### src/rtl/ypu_pkg.sv
// ypu_pkg: shared register-file widths, reset/write constants and MEM/WB occupancy encoding
package ypu_pkg;
  localparam int RegLen = 32;
  localparam int RegAddrLen = 5;
  localparam logic ResetEnable = 1'b1;
  localparam logic WriteDisable = 1'b0;
  localparam logic [RegLen-1:0] ZERO_WORD = '0;
  typedef enum logic [1:0] {EMPTY = 2'b00, FULL = 2'b01, SKIDDED = 2'b11} wb_state_e;
endpackage

### src/rtl/mem_wb_stage_if.sv
// mem_wb_stage_if: MEM-side and WB-side valid/ready writeback buses of the MEM/WB boundary
interface mem_wb_stage_if import ypu_pkg::*; #(
  parameter int LANES = 1,
  parameter int DATA_W = RegLen,
  parameter int ADDR_W = RegAddrLen
);
  logic in_valid, in_ready, out_valid, out_ready;
  logic [LANES*DATA_W-1:0] in_rd_data, out_rd_data;
  logic [LANES*ADDR_W-1:0] in_rd_addr, out_rd_addr;
  logic [LANES-1:0] in_rd_enable, out_rd_enable;
  modport master (
    output in_valid, in_rd_data, in_rd_addr, in_rd_enable, out_ready,
    input in_ready, out_valid, out_rd_data, out_rd_addr, out_rd_enable
  );
  modport slave (
    input in_valid, in_rd_data, in_rd_addr, in_rd_enable, out_ready,
    output in_ready, out_valid, out_rd_data, out_rd_addr, out_rd_enable
  );
endinterface

### src/rtl/mem_wb_stage_skid.sv
// wb_skid_buf: head/skid register pair with occupancy FSM and a registered "skid free" ready
module wb_skid_buf import ypu_pkg::*; #(
  parameter int W = 8
) (
  input  logic         clk,
  input  logic         rst,
  input  logic         flush_i,
  input  logic         push_i,
  input  logic         pop_i,
  input  logic [W-1:0] din_i,
  output logic [W-1:0] head_o,
  output logic         head_valid_o,
  output logic         ready_o
);
  wb_state_e state_q;
  logic [W-1:0] head_q, skid_q;
  logic ready_q;
  always_ff @(posedge clk) begin
    if (rst == ResetEnable) begin
      state_q <= EMPTY;
      head_q <= '0;
      skid_q <= '0;
      ready_q <= 1'b0;
    end else if (flush_i) begin
      state_q <= EMPTY;
      ready_q <= 1'b1;
    end else begin
      ready_q <= 1'b1;
      case (state_q)
        EMPTY: if (push_i) begin
          head_q <= din_i;
          state_q <= FULL;
        end
        FULL: if (push_i && pop_i) head_q <= din_i;
        else if (push_i) begin
          skid_q <= din_i;
          state_q <= SKIDDED;
          ready_q <= 1'b0;
        end else if (pop_i) state_q <= EMPTY;
        SKIDDED: if (pop_i) begin
          head_q <= skid_q;
          state_q <= FULL;
        end else ready_q <= 1'b0;
        default: state_q <= EMPTY;
      endcase
    end
  end
  assign head_o = head_q;
  assign head_valid_o = state_q != EMPTY;
  assign ready_o = ready_q;
endmodule

### src/rtl/mem_wb_stage.sv
// mem_wb_stage: MEM->WB boundary with x0 write suppression, flush and saturating stall counter
module mem_wb_stage import ypu_pkg::*; #(
  parameter int DATA_W = RegLen,
  parameter int ADDR_W = RegAddrLen,
  parameter int LANES = 1,
  parameter int SKID = 1,
  parameter int CNT_W = 16
) (
  input  logic             clk,
  input  logic             rst,
  input  logic             flush,
  mem_wb_stage_if.slave    bus,
  output logic [CNT_W-1:0] stall_cnt
);
  localparam int PW = LANES * (DATA_W + ADDR_W + 1);
  logic [LANES-1:0] en_in, head_en;
  logic [PW-1:0] head;
  logic head_valid, rdy, push, pop;
  logic [CNT_W-1:0] stall_q, stall_d;
  always_comb begin
    en_in = '0;
    for (int i = 0; i < LANES; i++)
      en_in[i] = (bus.in_rd_addr[i*ADDR_W +: ADDR_W] == ADDR_W'(ZERO_WORD)) ? WriteDisable : bus.in_rd_enable[i];
  end
  assign pop = head_valid && bus.out_ready;
  assign push = bus.in_valid && bus.in_ready && !flush;
  // rdy doubles as the out-of-reset qualifier when the skid entry is absent
  assign bus.in_ready = (SKID != 0) ? rdy : rdy && (!head_valid || bus.out_ready);
  wb_skid_buf #(.W(PW)) u_skid (
    .clk(clk),
    .rst(rst),
    .flush_i(flush),
    .push_i(push),
    .pop_i(pop),
    .din_i({en_in, bus.in_rd_addr, bus.in_rd_data}),
    .head_o(head),
    .head_valid_o(head_valid),
    .ready_o(rdy)
  );
  assign {head_en, bus.out_rd_addr, bus.out_rd_data} = head;
  assign bus.out_valid = head_valid;
  assign bus.out_rd_enable = head_en & {LANES{head_valid}};
  always_comb stall_d = (head_valid && !bus.out_ready && stall_q != '1) ? stall_q + CNT_W'(1) : stall_q;
  always_ff @(posedge clk) begin
    if (rst == ResetEnable) stall_q <= '0;
    else stall_q <= stall_d;
  end
  assign stall_cnt = stall_q;
endmodule

### src/flat_wrapper.sv
// flat-port wrapper written by rule: the top's interface ports become plain ports
module mem_wb_stage_flat import ypu_pkg::*;
#(
  parameter int DATA_W = RegLen,
  parameter int ADDR_W = RegAddrLen,
  parameter int LANES = 1,
  parameter int SKID = 1,
  parameter int CNT_W = 16
)
  (clk, rst, flush, stall_cnt, bus_in_valid, bus_in_rd_data, bus_in_rd_addr, bus_in_rd_enable, bus_out_ready, bus_in_ready, bus_out_valid, bus_out_rd_data, bus_out_rd_addr, bus_out_rd_enable);
  mem_wb_stage_if #(.LANES(LANES), .DATA_W(DATA_W), .ADDR_W(ADDR_W)) bus_i ();
  input  logic clk;
  input  logic rst;
  input  logic flush;
  output logic [CNT_W-1:0] stall_cnt;
  input wire logic [$bits(bus_i.in_valid)-1:0] bus_in_valid;
  input wire logic [$bits(bus_i.in_rd_data)-1:0] bus_in_rd_data;
  input wire logic [$bits(bus_i.in_rd_addr)-1:0] bus_in_rd_addr;
  input wire logic [$bits(bus_i.in_rd_enable)-1:0] bus_in_rd_enable;
  input wire logic [$bits(bus_i.out_ready)-1:0] bus_out_ready;
  output wire logic [$bits(bus_i.in_ready)-1:0] bus_in_ready;
  output wire logic [$bits(bus_i.out_valid)-1:0] bus_out_valid;
  output wire logic [$bits(bus_i.out_rd_data)-1:0] bus_out_rd_data;
  output wire logic [$bits(bus_i.out_rd_addr)-1:0] bus_out_rd_addr;
  output wire logic [$bits(bus_i.out_rd_enable)-1:0] bus_out_rd_enable;
  assign bus_i.in_valid = bus_in_valid;
  assign bus_i.in_rd_data = bus_in_rd_data;
  assign bus_i.in_rd_addr = bus_in_rd_addr;
  assign bus_i.in_rd_enable = bus_in_rd_enable;
  assign bus_i.out_ready = bus_out_ready;
  assign bus_in_ready = bus_i.in_ready;
  assign bus_out_valid = bus_i.out_valid;
  assign bus_out_rd_data = bus_i.out_rd_data;
  assign bus_out_rd_addr = bus_i.out_rd_addr;
  assign bus_out_rd_enable = bus_i.out_rd_enable;
  mem_wb_stage #(.DATA_W(DATA_W), .ADDR_W(ADDR_W), .LANES(LANES), .SKID(SKID), .CNT_W(CNT_W)) u_core (.clk(clk), .rst(rst), .flush(flush), .bus(bus_i), .stall_cnt(stall_cnt));
endmodule
### config.mk
export PLATFORM = sky130hd
export DESIGN_NAME = mem_wb_stage_flat
export DESIGN_NICKNAME = d
export VERILOG_FILES = /design/src/rtl/ypu_pkg.sv /design/src/rtl/mem_wb_stage_if.sv /design/src/rtl/mem_wb_stage_skid.sv /design/src/rtl/mem_wb_stage.sv /design/src/flat_wrapper.sv
export SDC_FILE = /design/constraint.sdc
export NUM_CORES = 1
export LEC_CHECK = 0
export ABC_AREA = 1
export CAP_MARGIN = 20
export CORE_MARGIN = 3
export CORE_UTILIZATION = 38
export CTS_CLUSTER_DIAMETER = 100
export DETAILED_ROUTE_END_ITERATION = 8
export PLACE_DENSITY = 0.59
export SLEW_MARGIN = 0
export SYNTH_ARGS = -nofsm -noshare
export SYNTH_HDL_FRONTEND = slang
export SYNTH_HIERARCHICAL = 1
export SYNTH_SLANG_ARGS = --single-unit
### constraint.sdc
create_clock -name clk -period 4.6 [get_ports clk]
set_input_delay 0.92 -clock clk [delete_from_list [all_inputs] [get_ports clk]]
set_output_delay 0.92 -clock clk [all_outputs]
set_load 0.05 [all_outputs]
==> results of run 1 <==
## metrics by stage
step	hold WS, ns	setup WS, ns	std cells
2_1_floorplan	0.455	2.24	668
3_5_place_dp	0.480	1.46	896
6_report	0.487	1.54	914
3_3_place_gp	0.466	1.47	895
5_1_grt	0.517	1.42	914
4_1_cts	0.490	1.51	912
## layout make-up
type	count	area share, %
Clock buffer	10	3.91
Clock inverter	6	1.88
Inverter	65	3.99
Multi-Input combinational cell	468	38.4
Sequential cell	95	31.1
Tap cell	168	3.44
Timing Repair Buffer	102	17.3
## how the worst min path moves through the flow
stage                                   from  slack [ns]                        to
global route        u_core/u_skid/head_o[31]        0.52  u_core/u_skid/head_o[31]
floorplan           u_core/u_skid/head_o[37]        0.46  u_core/u_skid/head_o[37]
CTS                 u_core/u_skid/head_o[16]        0.49  u_core/u_skid/head_o[16]
detailed placement  u_core/u_skid/head_o[16]        0.48  u_core/u_skid/head_o[16]
global placement    u_core/u_skid/head_o[30]        0.47  u_core/u_skid/head_o[30]
finish              u_core/u_skid/head_o[15]        0.49  u_core/u_skid/head_o[15]
## registers in the layout, summed over array words and instances (netlist names)
register / cells
u_core/u_skid/head_o: 38
u_core/u_skid/state_q: 2
u_core/u_skid/skid_q: 38
u_core/stall_cnt: 16
u_core/u_skid/ready_o: 1
## power by group
| part | internal (mW) | switching, mW |
|---|---|---|
| Combinational | 0.142 | 0.241 |
| Clock | 0.550 | 0.329 |
| Sequential | 0.854 | 0.0204 |
## layer usage
| layer | wire [um] | up-vias | global-route usage [%] | part of all wire, % |
|---|---|---|---|---|
| li1 | - | 2264 | - | - |
| met1 | 5500 | 1947 | 22.2 | 49 |
| met2 | 5130 | 92 | 26.0 | 45 |
| met3 | 521 | 9 | 3.25 | 4.6 |
| met4 | 139 | 0 | 6.89 | 1.2 |
| met5 | 0 | - | 0 | 0 |
## cells by family after synthesis
family	count (synthesis)	synth area share, %
adder cells (fa/ha/maj)	7	1.83
AO/OA/AOI/OAI	129	15.7
AND/OR/NAND/NOR	332	31.5
flip-flops	95	39.8
buffers and inverters	105	11.2
## critical path: stages, from the launching register on
cell	delay (ns)
dfxtp_1	0.44
inv_1	0.09
ha_1	0.23
inv_1	0.13
nand2_1	0.07
inv_1	0.05
clkdlybuf4s50_1	0.79
## cells in the mapped netlist, drive strengths merged
library cell	instances
or2	1
dfxtp	95
o41ai	1
o21ai	38
inv	65
o211ai	1
o21a	38
nand4	2
nand2	134
a21oi	51
buf	32
nand3	63
ha	7
nor2	132
clkbuf	8
==> results.md, run 1 <==
- Power, Total: 2.14 mW
- Setup Skew: 0.00638 ns
- Global-route wire length before repair: 19400 um
- Setup Buffers After CTS: 0
- Commonest non-fill, non-tap cell in the layout: nand2_1
- CTS tree: built
- Final nets: 791
- Final hold vios: 0
- Die area: 14000 um^2
- Drt drc: 0
- Reg2Reg Launch Point: u_core/u_skid/state_q[0]
- Slew HR: 29.9%
- GR Util All Layers: 16.6%
- Worst-path fanout max: 6
- Reg2reg path depth: 12
- Post-Syn Nets: 718
- Worst Setup EP: bus_out_rd_enable
- Hold WC Path Type: flip-flop to flip-flop
- Starting density of the core: 39.3%
- Pin count of the biggest net entering global routing: 78
- Yosys top cell by area: dfxtp_1
- Initial drt markers: 256
- Worst-margin pin slew: 1.05 ns
- Initial antenna violation count: 0
- Vias in the first global route: 4072
- Slew Limit Fails: 0
- Status: completed
- Via/cell ratio: 4.72
- Post-layout util: 50.3%
- Register bit total from synthesis: 95
- Port bufs: 98
- Site Rows: 40
- Register area share after synthesis: 39.8%
- Flop2flop setup slack: 2.11 ns
- Reg2reg end: u_core/u_skid/head_o[37]
- Top Ports: 99
- H-tree levels: 3
- WP data arrival: 2.14 ns
- Syn avg cell area: 7.16 um^2
- Cell variety after synth: 28
- RSZ-0062 raised after global routing: no
- Final worst path period share: 66.6%
- Top post-synthesis cells by area: dfxtp_1, nand2_1, nor2_1, o21a_1, nand3_1
- Max Fclk: 0.326 GHz
- Core ar.: 12200 um^2
- Min-Delay Path Depth: 2
- HPWL Detailed: 7320 um
- Critical Path RT: 3.68 ns
- Die W: 118 um
- Post-Syn Area: 4780 um^2
- Area occupied by registers: 1900 um^2
- N_diodes: 0
- Layout cells sized above 1: 9.38%
- Root Driver: clkbuf_16
- Area of the multi-input gates: 2350 um^2
- Post-placement cell area: 5720 um^2
- # setup viols final: 0
- Clk sinks: 95
- Drt wl/cell: 12.3 um
- Most frequent cells in the layout: nand2_1, nor2_1, clkdlybuf4s50_1
- Post-Synthesis Cells: 668
- Antenna viol nets, final: 0
- Syn-to-layout area delta: 27.9%
- Worst setup SP type: flip-flop
- WL final: 11300 um
- Num CTS Buffers: 9
- Hold_buf cts: 0
- PwrDens: 349 nW/um^2
- CTS resizes: 0
- Static Leak: 2.45 nW
- Crit path from: u_core/u_skid/state_q[0]
- Top cell type's share of synthesized area: 39.8%
- Post-route minimum period: 3.06 ns
- Die H: 118 um
- Reg clk slew, reported paths: 0.07 ns
- CP Capture Type: output port
- Grt ovf: 0
- Gpl congestion: 0.785
- Setup TNS: 0 ns
- Design area: 6120 um^2
- CP Class: flip-flop to output port
- Clk buf depth: 2
- Via count of the routed design: 4312
- First drt pass iteration count: 4
- # fillers: 1185
- Later-pin clock latency in the skew report: 0.35 ns
- Max rail drop VDD: 0.148 mV
- Synth warn: 6
- Max cap viols: 0
No activity file was read; power rests on OpenSTA's default activity.
==> run 2, diff against run 1 <==
- clock period: 4.6 -> 3 ns (I/O delays scaled with it)
==> results.md, run 2 (synthesis results as in run 1) <==
- Status: completed
- Core ar.: 12200 um^2
- RSZ-0062 raised after global routing: no
- Hold_buf cts: 0
- Worst-path fanout max: 6
- Worst setup SP type: flip-flop
- Slew Limit Fails: 0
- Critical Path RT: 2.40 ns
- Worst path max stage delay: 0.79 ns
- Max rail drop VDD: 0.268 mV
- Commonest non-fill, non-tap cell in the layout: nand2_1
- WL final: 11400 um
- Die H: 118 um
- # setup viols final: 0
- Layout cells sized above 1: 9.61%
- GR Util All Layers: 16.6%
- Die area: 14000 um^2
- Max cap viols: 0
- HPWL Detailed: 7640 um
- CP Cell Sequence: inv_1 -> ha_1 -> inv_1 -> nand2_1 -> inv_1 -> clkdlybuf4s50_1
- Grt ovf: 0
- Antenna viol nets, final: 0
- Crit path max-delay family: buffers and inverters
- Final nets: 794
- Root Driver: clkbuf_16
- CTS tree: built
- Num CTS Buffers: 9
- Pin count of the biggest net entering global routing: 77
- Site Rows: 40
- Via count of the routed design: 4378
- Drt drc: 0
- Setup Buffers After CTS: 0
- Max Fclk: 0.367 GHz
- Die W: 118 um
- Setup TNS: 0 ns
- Area occupied by registers: 1900 um^2
- PwrDens: 514 nW/um^2
- Area of the multi-input gates: 2350 um^2
- Most frequent cells in the layout: nand2_1, nor2_1, clkdlybuf4s50_1
- Reg clk slew, reported paths: 0.07 ns
- Vias in the first global route: 4003
- Worst setup margin: 0.277 ns
- Clk buf depth: 2
- Final worst path period share: 90.8%
- Post-placement cell area: 5770 um^2
- CTS resizes: 0
- DP Worst Slack: 0.489 ns
- H-tree levels: 3
- Drt wl/cell: 12.5 um
- DR WL met3: 532 um
- # fillers: 1215
- Syn-to-layout area delta: 27.0%
- CP Capture Type: output port
- Hold WC Path Type: flip-flop to flip-flop
- Port bufs: 98
- WP data arrival: 2.12 ns
- Global-route wire length before repair: 19500 um
- Wire length on met2: 5140 um
- Starting density of the core: 39.3%
- Slew HR: 51.5%
- Clk sinks: 95
- Initial antenna violation count: 0
- N_diodes: 0
- Worst-margin pin slew: 0.728 ns
- Met1 WL: 5580 um
- Later-pin clock latency in the skew report: 0.34 ns
- Gpl congestion: 0.844
- Via/cell ratio: 4.77
- Final hold vios: 0
- CP Class: flip-flop to output port
- Crit path buf inv count: 4
- Top routing layer used: met4
- Initial drt markers: 332
- Setup Skew: 0.00630 ns
- Top Ports: 99
- CP dominant cell by count: inv_1
- Static Leak: 2.45 nW
- Design area: 6070 um^2
- First drt pass iteration count: 4
- Cell at the slowest stage of the critical path: clkdlybuf4s50_1
- Post-route minimum period: 2.72 ns
run 2: cell types whose count changed in the layout (fill, tap and decap cells not counted), sizes merged:
cell and delta:
clkinv +2, clkbuf +2, inv -1, clkinvlp -1, bufinv -2, buf +3
run 2: worst paths after layout:
kind / slack [ns] / from / cells past startpoint / endpoint
min reg2reg: 0.48 / u_core/u_skid/head_o[24] / 2 / u_core/u_skid/head_o[24]
min: 0.48 / u_core/u_skid/head_o[24] / 2 / u_core/u_skid/head_o[24]
max: 0.28 / u_core/u_skid/state_q[0] / 6 / bus_out_rd_enable
max reg2reg: 0.78 / u_core/u_skid/state_q[0] / 13 / u_core/u_skid/head_o[23]
run 2: per-stage QoR:
step	total power [mW]	utilization [%]	hold slack (ns)	cells
after floorplan	1.78	-	0.455	668
after global placement	1.96	47.4	0.469	901
after detailed placement	1.96	47.4	0.475	901
after CTS	3.16	49.9	0.488	917
after global routing	3.26	49.9	0.515	917
final	3.12	49.9	0.482	917
run 2: tightest hold or removal path, delay by kind of cell (launching register included):
| kind | cells | cell delay [ns] |
|---|---|---|
| DFF | 1 | 0.33 |
| and+or+nand+nor | 2 | 0.12 |
run 2: cell type report:
class | count | share of cell area, %
clock buffers | 12 | 4.22
clock inverters | 4 | 0.865
inverters | 65 | 4.02
multi-input cells | 468 | 38.7
flip-flops and latches | 95 | 31.3
well taps | 168 | 3.46
repair buffers | 105 | 17.4
run 2: layer usage:
layer / vias up / global-route usage (%)
met5: - / 0
met4: 0 / 5.93
met1: 2005 / 22.7
met3: 11 / 3.78
met2: 83 / 25.8
li1: 2279 / -
run 2: where the power goes:
part	internal, mW	switching, mW
clock	0.695	0.494
sequential	1.31	0.0319
combinational	0.219	0.371
